File: config.mk
export PLATFORM = sky130hd
export DESIGN_NAME = keyvalue_store_p
export DESIGN_NICKNAME = d
export VERILOG_FILES = /design/src/rtl/keyvalue_store_p.sv
export SDC_FILE = /design/constraint.sdc
export NUM_CORES = 2
export LEC_CHECK = 0
export CORE_MARGIN = 2
export CORE_UTILIZATION = 56
export CTS_BUF_LIST = sky130_fd_sc_hd__clkbuf_4
export CTS_CLUSTER_DIAMETER = 80
export DETAILED_ROUTE_END_ITERATION = 10
export MAX_ROUTING_LAYER = met4
export PLACE_DENSITY = 0.73
export RECOVER_POWER = 25
export SLEW_MARGIN = 20
export SYNTH_ARGS = -nofsm -noshare
export SYNTH_HDL_FRONTEND = slang
export SYNTH_SLANG_ARGS = --single-unit
File: constraint.sdc
create_clock -name sys_clk -period 11.6 [get_ports sys_clk]
set_clock_uncertainty 0.15 [all_clocks]
set_input_delay 2.32 -clock sys_clk [delete_from_list [all_inputs] [get_ports sys_clk]]
set_output_delay 2.32 -clock sys_clk [all_outputs]
set_load 0.005 [all_outputs]
File: src/rtl/keyvalue_store_p.sv
// rtl/keyvalue_store_p.sv - parametrised associative key-value store
// Linear-scan lookup over flop storage behind a single-outstanding STB/CYC/ACK slave.
module keyvalue_store_p #(
  parameter int KEY_W  = 64,
  parameter int DATA_W = 128,
  parameter int DEPTH  = 16,
  localparam int CNT_W = $clog2(DEPTH + 1)
) (
  input  logic              sys_clk,
  input  logic              sys_rst_n,
  input  logic              STB_i,
  input  logic              CYC_i,
  input  logic              WE_i,
  input  logic [1:0]        OP_i,
  input  logic [KEY_W-1:0]  KEY_i,
  input  logic [DATA_W-1:0] DAT_i,
  output logic [DATA_W-1:0] DAT_o,
  output logic              ACK_o,
  output logic              HIT_o,
  output logic              ERR_o,
  output logic              FULL_o,
  output logic [CNT_W-1:0]  COUNT_o,
  output logic [31:0]       LA_o
);

  localparam int IDX_W = $clog2(DEPTH);

  typedef enum logic [1:0] {IDLE = 2'd0, SCAN = 2'd1, WRITE = 2'd2, DONE = 2'd3} state_t;

  state_t state_q, state_d;

  logic [KEY_W-1:0]  key_mem  [DEPTH];
  logic [DATA_W-1:0] data_mem [DEPTH];
  logic [DEPTH-1:0]  valid_q;

  logic [1:0]        op_q;
  logic              we_q;
  logic [KEY_W-1:0]  key_q;
  logic [DATA_W-1:0] data_q;
  logic [IDX_W-1:0]  idx_q, match_idx, free_idx;
  logic              free_found, hit_q, err_q;

  logic accept, entry_match, idx_last, is_get, is_put, is_del;

  assign accept      = STB_i && CYC_i && !ACK_o;
  assign entry_match = valid_q[idx_q] && (key_mem[idx_q] == key_q);
  assign idx_last    = (idx_q == IDX_W'(DEPTH - 1));
  // Reserved opcode 11 behaves as a GET.
  assign is_get      = ((op_q == 2'b00) && !we_q) || (op_q == 2'b11);
  assign is_put      = (op_q == 2'b00) && we_q;
  assign is_del      = (op_q == 2'b01);

  always_ff @(posedge sys_clk or negedge sys_rst_n) begin
    if (!sys_rst_n) state_q <= IDLE;
    else            state_q <= state_d;
  end

  always_comb begin
    state_d = state_q;
    case (state_q)
      IDLE:  if (accept) state_d = (OP_i == 2'b10) ? DONE : SCAN;
      SCAN:  if (entry_match || idx_last) state_d = WRITE;
      WRITE: state_d = DONE;
      DONE:  state_d = IDLE;
      default: state_d = IDLE;
    endcase
  end

  always_ff @(posedge sys_clk or negedge sys_rst_n) begin
    if (!sys_rst_n) begin
      valid_q    <= '0;
      op_q       <= '0;
      we_q       <= 1'b0;
      key_q      <= '0;
      data_q     <= '0;
      idx_q      <= '0;
      match_idx  <= '0;
      free_idx   <= '0;
      free_found <= 1'b0;
      hit_q      <= 1'b0;
      err_q      <= 1'b0;
      DAT_o      <= '0;
      ACK_o      <= 1'b0;
      HIT_o      <= 1'b0;
      ERR_o      <= 1'b0;
      FULL_o     <= 1'b0;
      COUNT_o    <= '0;
    end else begin
      ACK_o <= 1'b0;
      case (state_q)
        IDLE: if (accept) begin
          op_q       <= OP_i;
          we_q       <= WE_i;
          key_q      <= KEY_i;
          data_q     <= DAT_i;
          idx_q      <= '0;
          free_found <= 1'b0;
          hit_q      <= 1'b0;
          err_q      <= 1'b0;
        end
        SCAN: begin
          if (!valid_q[idx_q] && !free_found) begin
            free_found <= 1'b1;
            free_idx   <= idx_q;
          end
          if (entry_match) begin
            hit_q     <= 1'b1;
            match_idx <= idx_q;
          end else if (!idx_last) begin
            idx_q <= idx_q + 1'b1;
          end
        end
        WRITE: begin
          if (is_get) DAT_o <= hit_q ? data_mem[match_idx] : '0;
          if (is_put && !hit_q) begin
            // No free slot seen during the scan means the store is full.
            if (free_found) begin
              valid_q[free_idx] <= 1'b1;
              COUNT_o           <= COUNT_o + 1'b1;
              FULL_o            <= (COUNT_o + 1'b1 == CNT_W'(DEPTH));
            end else begin
              err_q <= 1'b1;
            end
          end
          if (is_del && hit_q) begin
            valid_q[match_idx] <= 1'b0;
            COUNT_o            <= COUNT_o - 1'b1;
            FULL_o             <= 1'b0;
          end
        end
        DONE: begin
          ACK_o <= 1'b1;
          HIT_o <= hit_q;
          ERR_o <= err_q;
          if (op_q == 2'b10) begin
            valid_q <= '0;
            COUNT_o <= '0;
            FULL_o  <= 1'b0;
            HIT_o   <= 1'b0;
            ERR_o   <= 1'b0;
          end
        end
        default: ;
      endcase
    end
  end

  // Arrays are not reset; the async reset only stops a write by leaving WRITE.
  always_ff @(posedge sys_clk) begin
    if (state_q == WRITE && is_put) begin
      if (hit_q) begin
        data_mem[match_idx] <= data_q;
      end else if (free_found) begin
        key_mem[free_idx]  <= key_q;
        data_mem[free_idx] <= data_q;
      end
    end
  end

  assign LA_o = {state_q, 8'(idx_q), 8'(COUNT_o), 14'b0};

endmodule

# Yosys cells after proc, flatten, opt, wreduce, memory -nomap -nowiden
# Memories as Yosys holds them, arrays and structs flattened.
# Cells that the tools add are included.
# classes
addsub	3
magnitude_cmp	5
n_eq_ne	21
mux	52
bitwise_logic	3
reduce_logical	35
# op_table
cell	count
two-way mux 128 bit	2
OR reduction 128 bit	1
two-way mux 16 bit	5
== test 64 bit	1
one-hot mux 16 bit (2 select lines)	1
two-way mux 1 bit	23
two-way mux 5 bit	4
!= test 2 bit, second input constant	9
bitwise AND 16 bit	1
two-way mux 4 bit	4
NOT 16 bit	1
OR 16 bit	1
less-than comparator 4 x 5 -> 1 bit, second input constant	3
AND reduction 2 bit	6
AND reduction 4 bit	3
logical AND 1 bit	11
== test 2 bit, second input constant	5
one-hot mux 5 bit (2 select lines)	1
demux 1 bit (select 4 bit)	2
>= comparator 4 x 1 -> 1 bit, second input constant	2
one-hot mux 1 bit (2 select lines)	4
one-hot mux 2 bit (4 select lines)	1
one-hot mux 4 bit (2 select lines)	1
two-way mux 2 bit	3
other kinds (13)	24
# totals
reg_bits	365
mem_bits_rw	3072
word_cells	139
mem_count	2
# mem_list
memory	depth	width	rd	rd_ports_with_merged_regs	write_ports	line	rtl
data_mem	16	128	1	0	1	33	logic [DATA_W-1:0] data_mem [DEPTH];
key_mem	16	64	1	0	1	32	logic [KEY_W-1:0] key_mem [DEPTH];

# Longest topological paths before layout
# logic_depth
word_depth	11
ltp_mapped	16
depth_no_buf	10

# Least setup slack after synthesis
# No wires, ideal clock.
# synth_timing
kind	reg2reg
from	register match_idx[0]
to	memory data_mem[1][0] (enable)
setup_ns	0.617
t_arrival_ns	7.347
required_time_ns	10.833
setup_slack_ns	3.486
path_stages_with_launch	9
path_buffers	4
period_less_slack_ns	8.114
path_cell_list	dfrtp_1 > clkbuf_1 > clkbuf_1 > buf_1 > clkbuf_1 > a22oi_1 > nor2_1 > nand2_1 > nor2_1
# synth_between
elab_chain_cells	1
# synth_rtl
element	line	rtl
start, declared	40	logic [IDX_W-1:0] idx_q, match_idx, free_idx;
start signal, assigned	108	match_idx <= idx_q;
two-way mux 4 bit (no line)	n/a	
end, declared	33	
# No other way between the ends.

# Worst setup path after layout
# layout_timing
from	register idx_q[0]
to	output port LA_o[22]
# layout_rtl
element	line	rtl
start, declared	40	
start signal, assigned	110	idx_q <= idx_q + 1'b1;
end, declared	23	output logic [31:0] LA_o
# No word-level cell between the ends.

==> results.yml <==
setup_path:
  crit_slowest_cell: "dfrtp_4"
  worstSetupPathType: "reg -> out"
  cp.required_ps: 9130
  worst_path_most_repeated_cell: "buf_4"
  critical_path.max_stage_delay_ps: 840
  cp-end-kind: "output port"
  worst_ep_arrival_time_ps: 4280
  cp_max_fo: 35
  worstPathCellList: "buf_4 > buf_4 > clkdlybuf4s50_1"
  start_kind: "flop"
floorplanning:
  ios: 368
  num_rows: 177
  die_x_um: 487
  die_area_um2: 237000
  start_util: 0.563
  fp.coreArea_um2: 232000
  die_h_um: 487
finish:
  nets: 6911
  finalInstanceArea_um2: 149000
  fin_cells: 10500
  layout-drive-gt1-share: 0.350
  area_growth_pct: 14.0
sta:
  max-slew-margin-rel: 0.222
  setup_tns_ps: 0
  post-route-period-util: 0.582
  fmax_mhz: 148
  finalHoldViolations: 0
  setup_viol: 0
  min_period_ps: 6750
  finalMaxSlewViolations: 0
  rsz0062_at_grt: "no"
  worst_slew_pin_slew_ps: 1170
yosys:
  ys.flop_type: "edfxtp_1"
  synth_edf_count: 3072
  synthDistinctLibCells: 69
  synth_warnings: 0
  synthTopCellsByArea: "edfxtp_1 71%, mux4_2 15%, dfrtp_1 7.0%, mux2_2 1.7%, mux2i_1 1.2%"
  synthMostInstantiatedCell: "edfxtp_1"
  synthCells: 5706
  synthArstFlopShare: 0.106
  yosysSeqAreaShare: 0.775
  synth_area_um2: 131000
  syn-mean-instance-area_um2: 22.9
  synth_top_cell_by_area: "edfxtp_1"
  ys_ff_latch: 3437
  synth_top_cell_area_share: 0.705
  synth_common_cells: "3,072 x edfxtp_1, 846 x mux4_2, 365 x dfrtp_1"
clock_tree:
  clockBufferDepth: 4
  clock_latency_ps: 1500
  htreeDepth: 6
  post_cts_resized: 0
  numCtsBuffers: 837
  root_buffer: "clkbuf_4"
  cts_hold_repair.buffers: 0
  post-cts-setup-buffer-count: 0
  clock-sinks: 3437
  cts_tree: "yes"
  clkTransAtPathRegs_ps: 70
route:
  via_per_inst: 6.23
  ant_nets: 0
  drc_errors: 0
  drt_first_pass_iters: 5
  drt-wirelength-per-cell_um: 29.3
  wl_mm: 307
  via_count: 65200
  drt-initial-drc-count: 6499
global_route:
  grt_max_degree: 141
  grt_pass1_wl_mm: 450
  antenna_found_initial: 24
  grt-ovfl-total: 0
  grt_use_total: 0.269
  grt_pass1_vias: 68100
worst_hold_path:
  hold_path.class: "reg -> reg"
placement:
  globalplace.congestion: 0.790
  placed_cells: 8907
  dp_hpwl_mm: 148
  portBuffers: 346
  place_area_um2: 138000
run:
  max_cap_viol_count: 0
pwr:
  ir_drop_uv: 162
  leakage_nw: 48.5
  p_per_area_nw_per_um2: 202
status:
  outcome: "complete, no violations"
==> final cells by class <==
class | count | area (um2)
flip-flops and latches | 3437 | 101000
fillers | 15300 | 83200
multi-input cells | 1943 | 28100
clock buffers | 1303 | 9780
repair buffers | 469 | 4660
well taps | 3043 | 3810
clock inverters | 230 | 1180
diodes | 33 | 82.6
inverters | 16 | 60.1
==> report_power, final <==
part / total, mW / switching (mW) / internal (mW)
Clock: 9.99 / 4.70 / 5.29
Combinational: 2.94 / 1.54 / 1.40
Sequential: 17.1 / 1.59 / 15.6
==> registers in the layout, summed over array words and instances, names as in the netlist, 2 cells and up <==
signal / flops
COUNT_o: 5
idx_q: 4
valid_q: 16
op_q: 2
data_mem: 2048
key_mem: 1024
DAT_o: 128
state_q: 2
match_idx: 4
free_idx: 4
data_q: 128
key_q: 64
==> placed cells by master (no fill, tap or decap), types with 24 or more instances in the layout <==
cell	count
diode_2	33
xor2_1	27
nor2_4	33
buf_4	101
a221oi_1	50
clkinv_1	177
nor2_1	50
mux2i_1	157
mux4_2	846
clkdlybuf4s50_1	345
nand2_1	83
a21oi_1	28
nand3_1	24
mux2_2	202
xnor2_1	28
edfxtp_1	3072
o21ai_0	51
dfrtp_1	357
a22o_1	142
clkbuf_4	1303
==> per-stage QoR <==
step | worst slack (ps) | power, mW | utilization | hold WS, ps
2_1_floorplan | 3490 | 18.9 | - | 287
3_3_place_gp | 5070 | 20.1 | 0.594 | 310
3_5_place_dp | 5080 | 20.4 | 0.594 | 324
4_1_cts | 4650 | 30.3 | 0.641 | 334
5_1_grt | 4510 | 31.4 | 0.642 | 368
6_report | 4850 | 30.1 | 0.642 | 333
==> final timing paths <==
kind | startpoint | endpoint | slack, ps | cells after the start
max in group asynchronous | sys_rst_n | idx_q[1]$_DFFE_PN0P_ | 8400 | 3
worst min register to register | FULL_o$_DFFE_PN0P_ | FULL_o$_DFFE_PN0P_ | 330 | 2
worst min-delay path | FULL_o$_DFFE_PN0P_ | FULL_o$_DFFE_PN0P_ | 330 | 2
worst max register to register | idx_q[0]$_DFFE_PN0P_ | match_idx[0]$_DFFE_PN0P_ | 5040 | 12
worst max-delay path | idx_q[0]$_DFFE_PN0P_ | LA_o[22] | 4850 | 3
min in group asynchronous | sys_rst_n | data_q[59]$_DFFE_PN0P_ | 730 | 1
==> cell families (layout without fill, tap and decap cells) <==
| group | after synthesis | after routing | synth area share |
|---|---|---|---|
| flops | 3437 | 3437 | 0.775 |
| fa+ha+maj | 8 | 8 | 0.000766 |
| other cells | 1 | 54 | 0.0000287 |
| simple gates | 279 | 279 | 0.0102 |
| compound gates | 373 | 373 | 0.0222 |
| mux | 1207 | 1207 | 0.175 |
| buf+inv | 346 | 2018 | 0.0125 |
| xor+xnor | 55 | 55 | 0.00368 |
==> routing by layer <==
metal,vias to the layer above,GRT usage,wire (um)
met5,-,-,0
met1,34500,0.355,116000
li1,26800,-,-
met3,531,0.0584,28900
met2,3448,0.424,153000
met4,0,0.0881,8860
==> worst max-delay path, delay by kind of cell, from the launching register on <==
kind,cells,cell delay (ps)
buffers and inverters,3,1950
DFF,1,840
Note: power is estimated with default switching activity, not from simulation.
